<file path="config.mk">
export PLATFORM = sky130hd
export DESIGN_NAME = stopwatch_ctrl
export DESIGN_NICKNAME = d
export VERILOG_FILES = /design/src/rtl/stopwatch_pkg.sv /design/src/rtl/bcd_digit.sv /design/src/rtl/stopwatch_ctrl.sv
export SDC_FILE = /design/constraint.sdc
export NUM_CORES = 1
export LEC_CHECK = 0
export BUFFER_PORTS_ARGS = -buffer_cell sky130_fd_sc_hd__buf_2
export CAP_MARGIN = 20
export CORE_ASPECT_RATIO = 1.1
export CORE_MARGIN = 2
export CORE_UTILIZATION = 58
export DETAILED_ROUTE_END_ITERATION = 7
export PLACE_DENSITY = 0.85
export SLEW_MARGIN = 0
export SYNTH_ARGS = -nofsm -noshare
export SYNTH_HDL_FRONTEND = slang
export SYNTH_HIERARCHICAL = 1
export SYNTH_SLANG_ARGS = --single-unit
</file>
<file path="constraint.sdc">
create_clock -name clk -period 3.84 [get_ports clk]
set_input_delay 0 -clock clk [delete_from_list [all_inputs] [get_ports clk]]
set_output_delay 0 -clock clk [all_outputs]
set_load 0.05 [all_outputs]
</file>
<file path="src/rtl/stopwatch_pkg.sv">
// rtl/stopwatch_pkg.sv - shared types and digit moduli for the stopwatch core
package stopwatch_pkg;

  typedef enum logic [1:0] {CLEARED, RUNNING, STOPPED, LAP} sw_state_t;
  typedef logic [3:0] bcd_t;

  localparam int HUND_MOD  = 10;
  localparam int TENS6_MOD = 6;

endpackage

</file>
<file path="src/rtl/bcd_digit.sv">
// rtl/bcd_digit.sv - one BCD digit counting 0..MOD-1 with ripple carry out
module bcd_digit
  import stopwatch_pkg::*;
#(
  parameter int MOD = HUND_MOD
) (
  input  logic clk,
  input  logic rst_n,
  input  logic clr,
  input  logic inc,
  output bcd_t q,
  output logic carry
);

  logic at_max;

  assign at_max = (q == bcd_t'(MOD - 1));
  assign carry  = inc & at_max;

  always_ff @(posedge clk or negedge rst_n) begin
    if (!rst_n) begin
      q <= '0;
    end else if (clr) begin
      q <= '0;
    end else if (inc) begin
      q <= at_max ? '0 : q + 4'd1;
    end
  end

endmodule

</file>
<file path="src/rtl/stopwatch_ctrl.sv">
// rtl/stopwatch_ctrl.sv - mm:ss.hh stopwatch with start/stop and lap/clear buttons
module stopwatch_ctrl
  import stopwatch_pkg::*;
#(
  parameter int SYNC_STAGES = 2
) (
  input  logic clk,
  input  logic rst_n,
  input  logic hundrethSec,
  input  logic start_stop,
  input  logic lap_clr,
  output logic running,
  output logic lap_active,
  output logic wrap,
  output bcd_t min_tens,
  output bcd_t min_ones,
  output bcd_t sec_tens,
  output bcd_t sec_ones,
  output bcd_t hund_tens,
  output bcd_t hund_ones
);

  // Bit 0 carries start_stop, bit 1 carries lap_clr through the synchronizer.
  logic [1:0] btn_sync [SYNC_STAGES];
  logic [1:0] btn_prev;

  for (genvar i = 0; i < SYNC_STAGES; i++) begin : g_sync
    always_ff @(posedge clk or negedge rst_n) begin
      if (!rst_n) begin
        btn_sync[i] <= '0;
      end else if (i == 0) begin
        btn_sync[i] <= {lap_clr, start_stop};
      end else begin
        btn_sync[i] <= btn_sync[(i == 0) ? 0 : i - 1];
      end
    end
  end

  always_ff @(posedge clk or negedge rst_n) begin
    if (!rst_n) begin
      btn_prev <= '0;
    end else begin
      btn_prev <= btn_sync[SYNC_STAGES-1];
    end
  end

  logic ss_evt, lc_evt;
  assign ss_evt = btn_sync[SYNC_STAGES-1][0] & ~btn_prev[0];
  assign lc_evt = btn_sync[SYNC_STAGES-1][1] & ~btn_prev[1];

  sw_state_t state, state_nxt;
  logic      lap_load, clr_cnt;

  always_ff @(posedge clk or negedge rst_n) begin
    if (!rst_n) begin
      state <= CLEARED;
    end else begin
      state <= state_nxt;
    end
  end

  // start_stop wins a same-cycle collision; the lap_clr event is simply dropped.
  always_comb begin
    state_nxt = state;
    lap_load  = 1'b0;
    clr_cnt   = 1'b0;
    case (state)
      CLEARED: if (ss_evt) state_nxt = RUNNING;
      RUNNING: begin
        if (ss_evt) begin
          state_nxt = STOPPED;
        end else if (lc_evt) begin
          state_nxt = LAP;
          lap_load  = 1'b1;
        end
      end
      LAP: begin
        if (ss_evt)      state_nxt = STOPPED;
        else if (lc_evt) state_nxt = RUNNING;
      end
      STOPPED: begin
        if (ss_evt) begin
          state_nxt = RUNNING;
        end else if (lc_evt) begin
          state_nxt = CLEARED;
          clr_cnt   = 1'b1;
        end
      end
      default: state_nxt = CLEARED;
    endcase
  end

  logic counting, tick;
  assign counting = (state == RUNNING) || (state == LAP);
  assign tick     = hundrethSec & counting;

  bcd_t d_ho, d_ht, d_so, d_st, d_mo, d_mt;
  logic c_ho, c_ht, c_so, c_st, c_mo, c_mt;

  bcd_digit #(.MOD(HUND_MOD))  u_hund_ones (.clk(clk), .rst_n(rst_n), .clr(clr_cnt), .inc(tick), .q(d_ho), .carry(c_ho));
  bcd_digit #(.MOD(HUND_MOD))  u_hund_tens (.clk(clk), .rst_n(rst_n), .clr(clr_cnt), .inc(c_ho), .q(d_ht), .carry(c_ht));
  bcd_digit #(.MOD(HUND_MOD))  u_sec_ones  (.clk(clk), .rst_n(rst_n), .clr(clr_cnt), .inc(c_ht), .q(d_so), .carry(c_so));
  bcd_digit #(.MOD(TENS6_MOD)) u_sec_tens  (.clk(clk), .rst_n(rst_n), .clr(clr_cnt), .inc(c_so), .q(d_st), .carry(c_st));
  bcd_digit #(.MOD(HUND_MOD))  u_min_ones  (.clk(clk), .rst_n(rst_n), .clr(clr_cnt), .inc(c_st), .q(d_mo), .carry(c_mo));
  bcd_digit #(.MOD(TENS6_MOD)) u_min_tens  (.clk(clk), .rst_n(rst_n), .clr(clr_cnt), .inc(c_mo), .q(d_mt), .carry(c_mt));

  logic [23:0] live, lap_q, disp;
  assign live = {d_mt, d_mo, d_st, d_so, d_ht, d_ho};

  always_ff @(posedge clk or negedge rst_n) begin
    if (!rst_n) begin
      lap_q <= '0;
      wrap  <= 1'b0;
    end else begin
      if (lap_load) lap_q <= live;
      if (clr_cnt)   wrap <= 1'b0;
      else if (c_mt) wrap <= 1'b1;
    end
  end

  assign disp       = (state == LAP) ? lap_q : live;
  assign running    = counting;
  assign lap_active = (state == LAP);
  assign {min_tens, min_ones, sec_tens, sec_ones, hund_tens, hund_ones} = disp;

endmodule

</file>
==> run_results.csv <==
group,metric,value,unit
run_status,status,"complete, no violations",
critical_path,crit_type,"flop to flop",
route,vias,2051,
critical_path,cp.required,4.10,ns
clock_network,clk_pin_slew,0.07,ns
clock_network,cts_tree,"built",
floorplanning,dieHeight,79.8,um
global_routing,use_met2,32.6,%
cells_and_area,final_cell_mix,"57 x dfrtp_1, 31 x buf_2, 28 x mux2_2, 20 x mux2_4, 19 x nand2_1",
synth,synth_area,3030,um2
placed_design,place_area,3240,um2
synth,synthAdderAreaFrac,4.96,%
synth,synth_warnings,6,
clock_network,cts_sinks,57,
critical_path,crit_arrival,3.73,ns
route,vias_per_cell,5.76,
cells_and_area,area_delta_synth_final,14.9,%
cells_and_area,stdcell_area,3480,um2
cells_and_area,layout_commonest_cell,"dfrtp_1",
min_path,hp-class,"input port to flop",
cells_and_area,num_antenna_cells,0,
global_routing,overflow,0,
synth,synth-seq-area-share,47.1,%
synth,synth_cells,251,
critical_path,worst_setup_path_end_kind,"flop",
power,peakVddDrop,423,uV
synth,yosys.area_share.xor_xnor,0.289,%
synth,yosys.area_share.simple,14.0,%
critical_path,crit_path_start_kind,"flop",
power,p_leak,1.72,nW
global_routing,track_usage,20.0,%
sta,setup_tns,0,ns
floorplanning,start_util,60.1,%
synth,synthArstFlopShare,100,%
global_routing,grt-busiest-layer,"met2",
clock_network,cts-buffers-inserted,9,
critical_path,cp_max_fo,8,
global_routing,first_global_vias,1977,
synth,synth_compound_area_share,10.0,%
clock_network,insertion_delay,0.33,ns
sta,slew_violations,0,
sta,hold_viol,0,
sta,worst_pin_slew,0.694,ns
sta,period_needed,3.47,ns
sta,skew,0.00846,ns
clock_network,h-tree-depth,3,
clock_network,post_cts_buffers,0,
cells_and_area,drive_above_1_share,39.9,%
sta,maxSlewHeadroom,53.7,%
placed_design,port_buffers,31,
route,drcViolationCount,0,
synth,synth_mux_area_share,20.3,%
sta,setup-violations-final,0,
floorplanning,io_pins,32,
global_routing,antenna_found_initial,0,
global_routing,use_met3,6.94,%
global_routing,grt_max_degree,58,
route,firstDrtPassIters,4,
floorplanning,core,5030,um2
placed_design,gp_routability_congestion,0.858,
clock_network,cts.path.max_buffers,2,
synth,synth_top_family_by_area,"multiplexers",
global_routing,met1_usage,24.4,%
synth,avgSynthCellArea,12.1,um2
synth,synth_edf_count,0,
route,drt-initial-drc-count,104,
global_routing,grt_pass1_wl,8.85,mm
clock_network,cts_root_buf,"clkbuf_8",
synth,yosys_register_bits,57,
synth,synth.net_count,268,
placed_design,dp_hpwl,3.44,mm
sta,rsz0062_at_grt,"no",
cells_and_area,nets,310,
synth,synth_ff_type,"dfrtp_1",
power,power_per_cell_area,521,nW/um2
floorplanning,die_w,72.9,um
sta,finalCritPeriodShare,90.3,%
route,ant_nets,0,
job,max-cap-violations,0,
cells_and_area,final_util,69.1,%
sta,clock.fmax,288,MHz
route,wl_per_cell,15.2,um
floorplanning,die-area,5810,um2
route,wirelength,5.41,mm
critical_path,r2r_slack,0.37,ns
cells_and_area,nFillCells,367,
floorplanning,placementRows,27,
synth,ys_types,33,
==> cell families (layout without fill, tap and decap cells) <==
group | count (synthesis) | in the layout
compound gates | 47 | 47
xor+xnor | 1 | 1
fa+ha+maj | 12 | 12
buf+inv | 20 | 67
flops | 57 | 57
mux | 48 | 48
simple gates | 66 | 66
==> path summary, 6_finish.rpt <==
kind / from / to / cells after the start
worst max register to register: state[0] / u_min_tens/q[3] / 14
worst min-delay path: hundrethSec / u_hund_ones/q[0] / 4
max in group asynchronous: rst_n / u_min_ones/q[0] / 3
min in group asynchronous: rst_n / lap_q[22] / 3
worst min register to register: btn_sync[3] / btn_sync[1] / 0
worst max-delay path: state[0] / u_min_tens/q[3] / 14
==> critical path: stages (launching register included) <==
cell and delay, ns:
dfrtp_1 0.53, and2_1 0.30, inv_1 0.11, nor2_1 0.31, inv_1 0.13, nor2_1 0.34
inv_1 0.14, nor2_2 0.26, and4_2 0.33, inv_1 0.09, nor2_1 0.10, buf_4 0.15
nand4_1 0.11, or3_1 0.35, a21oi_2 0.12
==> state kept, by name (all words and copies together) (netlist names) <==
register and count:
wrap 1, btn_sync 4, lap_q 24, u_min_ones/q 4, u_sec_ones/q 4, u_sec_tens/q 4
u_hund_ones/q 4, u_min_tens/q 4, state 2, u_hund_tens/q 4, btn_prev 2
==> metrics by stage <==
step	worst slack, ns	std cells	hold WS [ns]	power, mW
floorplan	0.781	251	-0.296	1.15
global placement	0.543	337	0.108	1.23
detailed placement	0.311	337	0.110	1.25
CTS	0.308	356	0.156	1.83
global route	0.0279	356	0.181	1.89
finish	0.372	356	0.166	1.81
==> cell type report <==
cell class                      instances  area (um2)  area share [%]
Clock inverter                          4        51.3            1.48
Inverter                               14        52.6            1.51
Sequential cell                        57        1430            41.0
Timing Repair Buffer                   37         208            5.98
Multi-Input combinational cell        174        1510            43.4
Clock buffer                           12         155            4.46
Tap cell                               58        72.6            2.09
==> Yosys cell counts (all sizes together), types with 2 or more instances <==
cell,number,area (um2)
dfrtp,57,1430
mux2,48,616
a21oi,24,143
nand2,24,103
nand3b,18,135
inv,14,52.6
ha,12,150
o21ai,9,45.0
buf,5,40.0
nand2b,5,31.3
a211o,4,35.0
a21boi,4,30.0
and4b,4,45.0
nor2,4,15.0
a21o,2,15.0
a311oi,2,17.5
and4,2,20.0
nand4,2,12.5
or3,2,12.5
==> per-layer routing <==
metal | vias to the layer above | share of wire (%)
met5 | - | 0
met4 | 0 | 1.3
met3 | 6 | 3.8
met2 | 40 | 49
met1 | 1016 | 46
li1 | 989 | -
==> power breakdown <==
part / switching (mW) / leakage [nW] / internal, mW
combinational: 0.313 / 0.851 / 0.182
clock: 0.238 / 0.103 / 0.335
sequential: 0.0801 / 0.768 / 0.663
==> timing repair <==
item / 4_1_cts / 5_1_grt
resized for setup: 0 / 1
endpoints found under the setup margin: 0 / 1
hold buffers: 3 / 0
hold endpoints to repair: 59 / 0
Power figures use the tool's default switching activity.
